<file path="src/rtl/if_id_ctrl.sv">
// rtl/if_id_ctrl.sv - IF/ID pipeline register with hazard, redirect and freeze control
module if_id_ctrl #(
  parameter int addr_width = 32,
  parameter int word_width = 32,
  parameter int cnt_width  = 16
) (
  input  logic                  clk,
  input  logic                  rst,
  input  logic [word_width-1:0] if_inst,
  input  logic [addr_width-1:0] if_pc,
  input  logic [4:0]            id_rs1,
  input  logic [4:0]            id_rs2,
  input  logic                  id_use_rs1,
  input  logic                  id_use_rs2,
  input  logic [4:0]            ex_rd,
  input  logic                  ex_mem_read,
  input  logic                  ex_bch_taken,
  input  logic [addr_width-1:0] ex_bch_tgt,
  input  logic                  mem_busy,
  output logic                  pc_en,
  output logic                  stall_en,
  output logic                  jmp_bch_en,
  output logic [addr_width-1:0] jmp_bch_tgt,
  output logic [word_width-1:0] id_inst,
  output logic [addr_width-1:0] id_pc,
  output logic                  id_valid,
  output logic                  ex_flush,
  output logic [cnt_width-1:0]  stall_cnt,
  output logic [cnt_width-1:0]  flush_cnt
);

  localparam logic [word_width-1:0] nop = word_width'(32'h0000_0013);

  typedef enum logic {RUN, PEND} state_t;

  state_t                state_q, state_d;
  logic [addr_width-1:0] pend_tgt_q, pend_tgt_d;
  logic [word_width-1:0] id_inst_q;
  logic [addr_width-1:0] id_pc_q;
  logic                  id_valid_q;
  logic [cnt_width-1:0]  stall_cnt_q, flush_cnt_q;

  logic lu;
  logic load_inst, load_bubble, stall_inc, flush_inc;

  assign lu = ex_mem_read && (ex_rd != 5'd0) && id_valid_q &&
              ((id_use_rs1 && (id_rs1 == ex_rd)) || (id_use_rs2 && (id_rs2 == ex_rd)));

  always_comb begin
    pc_en       = 1'b1;
    stall_en    = 1'b0;
    jmp_bch_en  = 1'b0;
    jmp_bch_tgt = '0;
    ex_flush    = 1'b0;
    state_d     = state_q;
    pend_tgt_d  = pend_tgt_q;
    load_inst   = 1'b0;
    load_bubble = 1'b0;
    stall_inc   = 1'b0;
    flush_inc   = 1'b0;

    if (rst) begin
      pc_en    = 1'b0;
      stall_en = 1'b1;
      ex_flush = 1'b1;
    end else if (mem_busy) begin
      // Whole pipeline frozen; a branch resolving now must wait for the thaw.
      pc_en     = 1'b0;
      stall_en  = 1'b1;
      stall_inc = 1'b1;
      if ((state_q == RUN) && ex_bch_taken) begin
        pend_tgt_d = ex_bch_tgt;
        state_d    = PEND;
      end
    end else if (state_q == PEND) begin
      jmp_bch_en  = 1'b1;
      jmp_bch_tgt = pend_tgt_q;
      stall_en    = 1'b1;
      ex_flush    = 1'b1;
      load_bubble = 1'b1;
      flush_inc   = 1'b1;
      state_d     = RUN;
    end else if (ex_bch_taken) begin
      // Redirect wins over load-use: the stalled instruction is squashed anyway.
      jmp_bch_en  = 1'b1;
      jmp_bch_tgt = ex_bch_tgt;
      stall_en    = 1'b1;
      ex_flush    = 1'b1;
      load_bubble = 1'b1;
      flush_inc   = 1'b1;
    end else if (lu) begin
      pc_en     = 1'b0;
      ex_flush  = 1'b1;
      stall_inc = 1'b1;
    end else begin
      load_inst = 1'b1;
    end
  end

  always_ff @(posedge clk) begin
    if (rst) begin
      state_q     <= RUN;
      pend_tgt_q  <= '0;
      id_inst_q   <= nop;
      id_pc_q     <= '0;
      id_valid_q  <= 1'b0;
      stall_cnt_q <= '0;
      flush_cnt_q <= '0;
    end else begin
      state_q    <= state_d;
      pend_tgt_q <= pend_tgt_d;
      if (load_bubble) begin
        id_inst_q  <= nop;
        id_pc_q    <= if_pc;
        id_valid_q <= 1'b0;
      end else if (load_inst) begin
        id_inst_q  <= if_inst;
        id_pc_q    <= if_pc;
        id_valid_q <= 1'b1;
      end
      if (stall_inc && (stall_cnt_q != '1))
        stall_cnt_q <= stall_cnt_q + cnt_width'(1);
      if (flush_inc && (flush_cnt_q != '1))
        flush_cnt_q <= flush_cnt_q + cnt_width'(1);
    end
  end

  assign id_inst   = id_inst_q;
  assign id_pc     = id_pc_q;
  assign id_valid  = id_valid_q;
  assign stall_cnt = stall_cnt_q;
  assign flush_cnt = flush_cnt_q;

endmodule

</file>
<file path="config.mk">
export PLATFORM = sky130hd
export DESIGN_NAME = if_id_ctrl
export DESIGN_NICKNAME = d
export VERILOG_FILES = /design/src/rtl/if_id_ctrl.sv
export SDC_FILE = /design/constraint.sdc
export NUM_CORES = 1
export LEC_CHECK = 0
export CAP_MARGIN = 20
export CORE_UTILIZATION = 46
export DETAILED_ROUTE_END_ITERATION = 8
export PLACE_DENSITY = 0.9
export SYNTH_ARGS = -nofsm -noshare
export SYNTH_HDL_FRONTEND = slang
export SYNTH_SLANG_ARGS = --single-unit
</file>
<file path="constraint.sdc">
create_clock -name clk -period 4.1 [get_ports clk]
set_input_delay 0.615 -clock clk [delete_from_list [all_inputs] [get_ports clk]]
set_output_delay 0.615 -clock clk [all_outputs]
set_load 0.03 [all_outputs]
</file>
==> flow_summary.json <==
{
  "cts_resized": 0,
  "multi_input_area_um2": 2860,
  "synth_ff_type": "dfxtp_1",
  "tightest_slew_ns": 0.787,
  "syn2layout_area_growth_pct": 54.1,
  "num_antenna_cells": 0,
  "routed_wirelength_mm": 17.1,
  "finalSetupTns_ns": 0,
  "crit_path_end_kind": "output pin",
  "hold_path_depth": 2,
  "clkLatencyLatePin_ns": 0.41,
  "hp-start": "pend_tgt_q[20]",
  "pre_cts_ws_ns": 0.405,
  "async_reset_ff_frac": 0,
  "rr_startpoint": "state_q",
  "max-slew-margin-rel": 0.476,
  "whs_endpoint": "pend_tgt_q[20]",
  "setup_violations": 0,
  "grt_pass1_vias": 5480,
  "cts_sinks": 130,
  "core_um2": 12100,
  "ant_nets": 0,
  "r2r-end": "id_pc[21]",
  "crit_start": "ex_rd[2]",
  "seqCellArea_um2": 2600,
  "r2r_slack_ns": 1.81,
  "synth-seq-cells": 130,
  "slew_violations": 0,
  "hold_path.class": "flip-flop to flip-flop",
  "htree_levels": 4,
  "cts.clk_slew.worst_paths_ns": 0.05,
  "grt_max_degree": 65,
  "synthTopCellsByArea": "dfxtp_1, nand2_1, a21oi_1",
  "antenna_found_initial": 0,
  "synth_nets": 829,
  "syn_area_um2": 5770,
  "start_util": 0.476,
  "finClkSkew_ns": 0.00425,
  "port_buffers": 250,
  "die_area_um2": 13000,
  "dpl.hpwl_mm": 11.7,
  "drtIter0Drc": 399,
  "vias": 5803,
  "critPathRequiredTime_ns": 3.48,
  "critPathKind": "input pin to output pin",
  "post_cts_buffers": 0,
  "synth.avg_cell_area_um2": 8.13,
  "detail_route.first_pass.iterations": 5,
  "post_drt_wl_per_cell_um": 15.3,
  "io_pins": 251,
  "path_common_cell": "clkdlybuf4s50_1",
  "cts-root-buf": "clkbuf_16",
  "drive_gt1_frac": 0.0945,
  "nets": 1059,
  "rsz0062_at_grt": "no",
  "post-synth-top-area-cell": "dfxtp_1",
  "fin_crit_sh": 0.900,
  "cts_tree": "yes",
  "ir_worst_vdd_uv": 359,
  "num-fill-cells": 863,
  "mostFrequentLayoutCells": "clkdlybuf4s50_1, nand2_1, dfxtp_1",
  "crit_path_start_kind": "input pin",
  "worstPathArrival_ns": 3.08,
  "cp_max_fo": 4,
  "fin_ws_ns": 0.408,
  "dieHeight_um": 114,
  "seq_area_frac_synth": 0.451,
  "gp_congestion": 0.824,
  "yosysWarningCount": 0,
  "leakage_nw": 3.27,
  "vias_per_cell": 5.18,
  "cts_hold_repair.buffers": 0,
  "core.rowCount": 40,
  "die_w_um": 114,
  "ys_types": 47,
  "hold_violations": 0,
  "power_w": 0.00339,
  "track_usage": 0.261,
  "synth_top_area_frac": 0.451,
  "grt_remaining_overflow": 0,
  "synth_edf_count": 0,
  "maxCapViolations": 0,
  "clk_path_buf_depth": 2,
  "final_common_cell": "clkdlybuf4s50_1",
  "fmax_mhz": 271,
  "p_per_area_nw_per_um2": 382,
  "r2r_cells": 5,
  "layout_min_cycle_time_ns": 3.69,
  "grt_pass1_wl_mm": 26.6,
  "final_util": 0.733,
  "synth_cells": 709,
  "crit_chain": "clkdlybuf4s50_1, xnor2_1, nand4_2, o22ai_2, nand2_1, o21ai_0, clkdlybuf4s50_1",
  "status": "completed",
  "drc": 0,
  "cpPeakStageDelay_ns": 0.75,
  "numCtsBuffers": 17,
  "critPathSlowestCell": "clkdlybuf4s50_1"
}
==> stage by stage <==
| step | hold slack, ns | instances | cell area (um2) |
|---|---|---|---|
| 6_report | 0.453 | 1120 | 8880 |
| 5_1_grt | 0.475 | 1120 | 8880 |
| 4_1_cts | 0.454 | 1120 | 8880 |
| 3_5_place_dp | 0.446 | 1088 | 8280 |
| 3_3_place_gp | 0.442 | 1088 | 8280 |
| 2_1_floorplan | 0.436 | 709 | 5770 |
==> per-layer routing <==
layer,global-route usage,wire (um)
met1,0.298,7070
met2,0.451,8490
met3,0.0765,1130
met4,0.114,422
met5,0,0
==> cell usage after synthesis (2+ instances only) <==
library cell	n
nand2_1	173
dfxtp_1	130
nor2_1	89
a21oi_1	80
a22o_1	32
o21ai_2	30
clkbuf_1	26
xnor2_1	13
nand4_1	12
o21ai_0	12
nand3_1	11
xor2_1	10
buf_6	9
or3_1	9
and3_1	8
inv_1	7
buf_1	4
buf_2	4
buf_4	4
nor3_1	4
o31ai_1	4
or4_1	4
mux2i_1	3
and4_1	2
ha_1	2
nand2_2	2
nand3_4	2
nor2_2	2
o211ai_1	2
o21a_1	2
==> kinds of logic after synthesis <==
kind of cell / count (synthesis) / share of synthesized area
DFF: 130 / 0.451
and+or+nand+nor: 325 / 0.246
adders and majority gates: 2 / 0.00434
muxes: 3 / 0.00521
AOI/OAI and AO/OA: 171 / 0.205
xor gates and xnor gates: 23 / 0.0349
buffers and inverters: 55 / 0.0530
==> cell type report <==
| class | instances | area share |
|---|---|---|
| well taps | 168 | 0.0237 |
| clock inverters | 10 | 0.0148 |
| multi-input cells | 524 | 0.322 |
| repair buffers | 259 | 0.290 |
| flip-flops and latches | 130 | 0.293 |
| clock buffers | 22 | 0.0534 |
| inverters | 7 | 0.00296 |
==> registers in the layout, indices dropped and copies added, names as in the netlist <==
| signal | cells |
|---|---|
| id_inst | 32 |
| id_pc | 32 |
| pend_tgt_q | 32 |
| flush_cnt | 16 |
| stall_cnt | 16 |
| id_valid | 1 |
| state_q | 1 |
==> worst max-delay path by stage <==
stage	end	depth (start not counted)	slack, ns
3_3_place_gp	ex_flush	7	0.55
4_1_cts	ex_flush	7	0.34
6_report	ex_flush	7	0.41
5_1_grt	ex_flush	7	0.22
3_5_place_dp	ex_flush	7	0.41
2_1_floorplan	ex_flush	5	1.38
==> worst max-delay path, delay by kind of cell <==
kind	cells	cell delay [ns]
xor gates and xnor gates	1	0.27
buffers and inverters	2	1.26
AOI/OAI and AO/OA	2	0.60
and+or+nand+nor	2	0.33
==> report_power, final <==
| part | leakage [nW] | switching (W) | total (W) | internal [W] |
|---|---|---|---|---|
| clock network | 0.300 | 0.000549 | 0.00155 | 0.00100 |
| logic | 1.91 | 0.000260 | 0.000496 | 0.000236 |
| registers | 1.06 | 0.0000325 | 0.00135 | 0.00131 |
| total | 3.27 | 0.000842 | 0.00339 | 0.00255 |
No activity file was read; power rests on OpenSTA's default activity.
